`src/rtl/mem_sram_controller.sv`:
```
// Multi-cycle 32-bit load/store controller for a 16-bit asynchronous SRAM: two half-word phases per access.
// Optional access counters (rd_count/wr_count) are built when SRAM_ACCESS_COUNT_EN is defined.
module mem_sram_controller #(
  parameter int WAIT_CYCLES = 5,
  parameter int BASE_ADDR   = 1024,
  parameter int SRAM_ADDR_W = 18
) (
  input  logic                   clk,
  input  logic                   rst,
  input  logic                   rd_en,
  input  logic                   wr_en,
  input  logic [31:0]            address,
  input  logic [31:0]            write_data,
  output logic [31:0]            read_data,
  output logic                   ready,
  output logic [SRAM_ADDR_W-1:0] sram_addr,
  output logic                   sram_we_n,
  output logic [15:0]            sram_dq_out,
  output logic                   sram_dq_oe,
  input  logic [15:0]            sram_dq_in
`ifdef SRAM_ACCESS_COUNT_EN
  ,
  output logic [31:0]            rd_count,
  output logic [31:0]            wr_count
`endif
);

  typedef enum logic [1:0] {IDLE, LOW, HIGH, DONE} state_t;

  localparam int         WORD_W   = SRAM_ADDR_W - 1;
  localparam logic [3:0] LAST_CNT = 4'(WAIT_CYCLES - 1);

  state_t            state;
  logic [3:0]        cnt;
  logic              is_wr;
  logic [15:0]       lo_hold;
  logic [WORD_W-1:0] word;

  // Byte address relative to BASE_ADDR, in 32-bit words; wraps modulo the SRAM size.
  function automatic logic [WORD_W-1:0] map_word(input logic [31:0] a);
    return WORD_W'((a - 32'(BASE_ADDR)) >> 2);
  endfunction

  assign word = map_word(address);

  always_comb begin
    ready = 1'b0;
    case (state)
      IDLE:    ready = ~(rd_en | wr_en);
      DONE:    ready = 1'b1;
      default: ready = 1'b0;
    endcase
  end

  always_ff @(posedge clk) begin
    if (!rst) begin
      state       <= IDLE;
      cnt         <= '0;
      is_wr       <= 1'b0;
      read_data   <= '0;
      sram_addr   <= '0;
      sram_we_n   <= 1'b1;
      sram_dq_out <= '0;
      sram_dq_oe  <= 1'b0;
    end else begin
      case (state)
        IDLE: begin
          cnt <= '0;
          if (rd_en || wr_en) begin
            // A simultaneous read request is dropped in favour of the write.
            state       <= LOW;
            is_wr       <= wr_en;
            sram_addr   <= {word, 1'b0};
            sram_we_n   <= ~wr_en;
            sram_dq_oe  <= wr_en;
            sram_dq_out <= wr_en ? write_data[15:0] : 16'h0000;
          end
        end
        LOW: begin
          if (cnt == LAST_CNT) begin
            state       <= HIGH;
            cnt         <= '0;
            sram_addr   <= {word, 1'b1};
            sram_dq_out <= is_wr ? write_data[31:16] : 16'h0000;
          end else begin
            cnt         <= cnt + 4'd1;
            sram_addr   <= {word, 1'b0};
            sram_dq_out <= is_wr ? write_data[15:0] : 16'h0000;
          end
        end
        HIGH: begin
          if (cnt == LAST_CNT) begin
            state       <= DONE;
            cnt         <= '0;
            sram_addr   <= '0;
            sram_we_n   <= 1'b1;
            sram_dq_oe  <= 1'b0;
            sram_dq_out <= '0;
            if (!is_wr) read_data <= {sram_dq_in, lo_hold};
          end else begin
            cnt         <= cnt + 4'd1;
            sram_addr   <= {word, 1'b1};
            sram_dq_out <= is_wr ? write_data[31:16] : 16'h0000;
          end
        end
        default: begin
          state <= IDLE;
          cnt   <= '0;
        end
      endcase
    end
  end

  // Low half is staged so read_data only changes when a whole read completes.
  always_ff @(posedge clk) begin
    if (state == LOW && cnt == LAST_CNT && !is_wr) lo_hold <= sram_dq_in;
  end

`ifdef SRAM_ACCESS_COUNT_EN
  always_ff @(posedge clk) begin
    if (!rst) begin
      rd_count <= '0;
      wr_count <= '0;
    end else if (state == DONE) begin
      if (is_wr) wr_count <= wr_count + 32'd1;
      else       rd_count <= rd_count + 32'd1;
    end
  end
`endif

endmodule

```
`config.mk`:
```
export PLATFORM = sky130hd
export DESIGN_NAME = mem_sram_controller
export DESIGN_NICKNAME = d
export VERILOG_FILES = /design/src/rtl/mem_sram_controller.sv
export SDC_FILE = /design/constraint.sdc
export NUM_CORES = 1
export LEC_CHECK = 0
export CELL_PAD_IN_SITES_DETAIL_PLACEMENT = 1
export CELL_PAD_IN_SITES_GLOBAL_PLACEMENT = 2
export CORE_MARGIN = 3
export CORE_UTILIZATION = 23
export CTS_CLUSTER_DIAMETER = 50
export DETAILED_ROUTE_END_ITERATION = 8
export PLACE_DENSITY_LB_ADDON = 0.1
export SETUP_SLACK_MARGIN = 0.4
export SYNTH_ARGS = -nofsm -noshare
export SYNTH_HDL_FRONTEND = slang
export SYNTH_SLANG_ARGS = --single-unit
export TNS_END_PERCENT = 5
```
`constraint.sdc`:
```
create_clock -name clk -period 2.9 [get_ports clk]
set_input_delay 0.29 -clock clk [delete_from_list [all_inputs] [get_ports clk]]
set_output_delay 0.29 -clock clk [all_outputs]
set_load 0.02 [all_outputs]
```
==> results.yml <==
status:
  status: "finished, final reports clean"
route:
  final_antenna_net_count: 0
  dr.pass1.iters: 4
  wl_per_cell_um: 16.3
  route.detailed.drc: 0
  wl_um: 13000
  dr_total_vias: 3698
  drt_iter0_markers: 117
  vias_per_cell: 4.66
yosys:
  synth_nets: 532
  synth-seq-area-share_pct: 49.1
  synth_edf_count: 16
  synth_ff_type: "dfxtp_1"
  syn_avg_cell_area_um2: 9.17
  yosys_warnings: 0
  ys_ff_latch: 91
  synthesis.area_mm2: 0.00403
  async_flop_share_pct: 0
  syn_inst: 440
  yosysMostFrequentCell: "nand2_1"
  synthTopCellsByArea: "dfxtp_1 37%, edfxtp_1 12%, nand2_1 11%"
  yosys-top-cells-count: "116 x nand2_1, 75 x dfxtp_1, 50 x nand3_1"
  synth_top_cell_by_area: "dfxtp_1"
  synth_cell_type_count: 45
  synth_top_area_share_pct: 37.2
timing:
  tightest_slew_ns: 0.931
  relSlewSlack_pct: 37.9
  finalClockSkew_ns: 0.0110
  tns_ns: 0
  min_period_over_period_pct: 77.8
  layout_min_cycle_time_ns: 2.26
  slew_viol_final: 0
  final_hold_viol_count: 0
  setup_viol: 0
  worst_slack_ns: 0.644
  fmax_mhz: 443
  rsz0062_at_grt: "false"
  whs_ns: 0.459
min_path:
  hp-class: "reg2reg"
  worstHoldPathCells: 2
cts:
  root_buffer: "clkbuf_16"
  clockBufferDepth: 2
  htreeDepth: 3
  clk_pin_slew_worst_paths_ns: 0.08
  insertion_delay_ns: 0.35
  cts_setup_buffers: 0
  cts_tree: "built"
  cts_resized: 1
  cts_num_sinks: 91
  hold_buffers: 0
  cts_made_buffers: 9
layout:
  multi_input_area_mm2: 0.00184
  n_antenna_cell: 0
  final_layout_size_suffix_gt1_share_pct: 6.98
  regArea_mm2: 0.00198
  synthToLayoutAreaGrowth_pct: 46.2
  nFillCells: 1917
  layout.nets: 660
floorplanning:
  num_rows: 47
  initial_utilization_pct: 23.9
  core_mm2: 0.0169
  pin_count: 153
  die_h_um: 138
  die_w_um: 138
  die_area_mm2: 0.0192
global_routing:
  grt_max_degree: 36
  grt_first_pass_wirelength_um: 21500
  grt_use_total_pct: 13.7
  grt_pass1_vias: 4106
  antenna_found_initial: 0
  grt-ovfl-total: 0
critical_path:
  critPathLaunch: "state[1]"
  path_class: "reg2out"
  crit_arrival_ns: 1.97
  rr_startpoint: "state[1]"
  worstPathMaxFanout: 5
  end_kind: "primary output"
  endpoint: "ready"
  critical_path.startpoint_type: "register"
  timing.rr.end: "sram_addr[14]"
  r2r_slack_ns: 0.76
  cp.required_ns: 2.61
  reg2regPathDepth: 7
power_and_ir_drop:
  pwr_density_cell_mw_per_mm2: 774
  ir_drop_mv: 0.312
  power.leakage_nw: 2.12
placed_design:
  place_congestion: 0.741
  post-dp-hpwl_um: 8790
  io_buffers: 137
  dpl_worst_slack_ns: 0.618
flow_run:
  cap_violations: 0
[layer usage]
layer / share of wire (%) / up-vias / wire length, um / track usage (%)
li1: - / 1795 / - / -
met1: 45 / 1804 / 5880 / 17.2
met2: 49 / 88 / 6360 / 23.0
met3: 4.3 / 11 / 553 / 3.21
met4: 1.3 / 0 / 164 / 4.78
met5: 0 / - / 0 / 0
[worst max-delay path: stages (launching register included)]
cell and delay [ns]:
dfxtp_1 0.34, inv_1 0.11, ha_1 0.24, nor3b_4 0.34
nor2_1 0.08, nor2_1 0.12, dlygate4sd2_1 0.38
[state kept, by name (all words and copies together), names as in the netlist]
name,count
lo_hold,16
sram_addr,18
sram_we_n,1
sram_dq_out,16
is_wr,1
sram_dq_oe,1
read_data,32
cnt,4
state,2
[layout by cell type, fill, tap and decap left out, types with 5 or more instances in the layout]
cell type        Yosys  final
inv_1                9      9
edfxtp_1            16     16
ha_1                 8      8
a22o_1              15     15
clkbuf_16            0      9
buf_4                0     13
nand2_1            116    116
nand4_1             15     15
nand3_1             50     50
clkdlybuf4s50_1      0    136
a21boi_0            28     28
xor2_1               6      6
a21boi_1             5      5
dfxtp_1             75     75
a32o_1              16     16
nor2_1              10     10
[logic make-up (layout without fill, tap and decap cells)]
| family | after synthesis | count (layout) | synth area share, % |
|---|---|---|---|
| AOI/OAI and AO/OA | 78 | 78 | 16.1 |
| xor gates and xnor gates | 9 | 9 | 1.95 |
| adders and majority gates | 8 | 8 | 2.48 |
| buffers and inverters | 43 | 176 | 5.62 |
| DFF | 91 | 91 | 49.1 |
| muxes | 1 | 1 | 0.248 |
| and+or+nand+nor | 210 | 210 | 24.4 |
[through the flow]
| stage | cells | area, um^2 | power (W) | utilization (%) |
|---|---|---|---|---|
| 2_1_floorplan | 440 | 4040 | 0.00272 | - |
| 3_3_place_gp | 777 | 5610 | 0.00340 | 33.2 |
| 3_5_place_dp | 777 | 5610 | 0.00345 | 33.2 |
| 4_1_cts | 793 | 5890 | 0.00465 | 34.9 |
| 5_1_grt | 793 | 5890 | 0.00488 | 34.9 |
| 6_report | 793 | 5890 | 0.00456 | 34.9 |
[power breakdown]
group	switching [W]	internal, W	leakage (nW)
Clock	0.000562	0.000600	0.136
Combinational	0.00102	0.000780	1.23
Sequential	0.000119	0.00148	0.754
Total	0.00170	0.00286	2.12
[final cells by class]
| cell class | count | share of cell area, % |
|---|---|---|
| flip-flops and latches | 91 | 33.6 |
| multi-input cells | 306 | 31.2 |
| repair buffers | 150 | 24.9 |
| well taps | 220 | 4.67 |
| clock buffers | 10 | 3.88 |
| clock inverters | 6 | 0.998 |
| inverters | 10 | 0.679 |
[how the worst min path moves through the flow]
stage / from / end / slack [ns]
final: read_data[18] / read_data[18] / 0.46
after detailed placement: read_data[18] / read_data[18] / 0.45
after global routing: read_data[11] / read_data[11] / 0.49
after floorplan: sram_dq_in[0] / lo_hold[0] / 0.39
after CTS: read_data[18] / read_data[18] / 0.46
after global placement: read_data[11] / read_data[11] / 0.44
(Power assumes the default switching activity.)
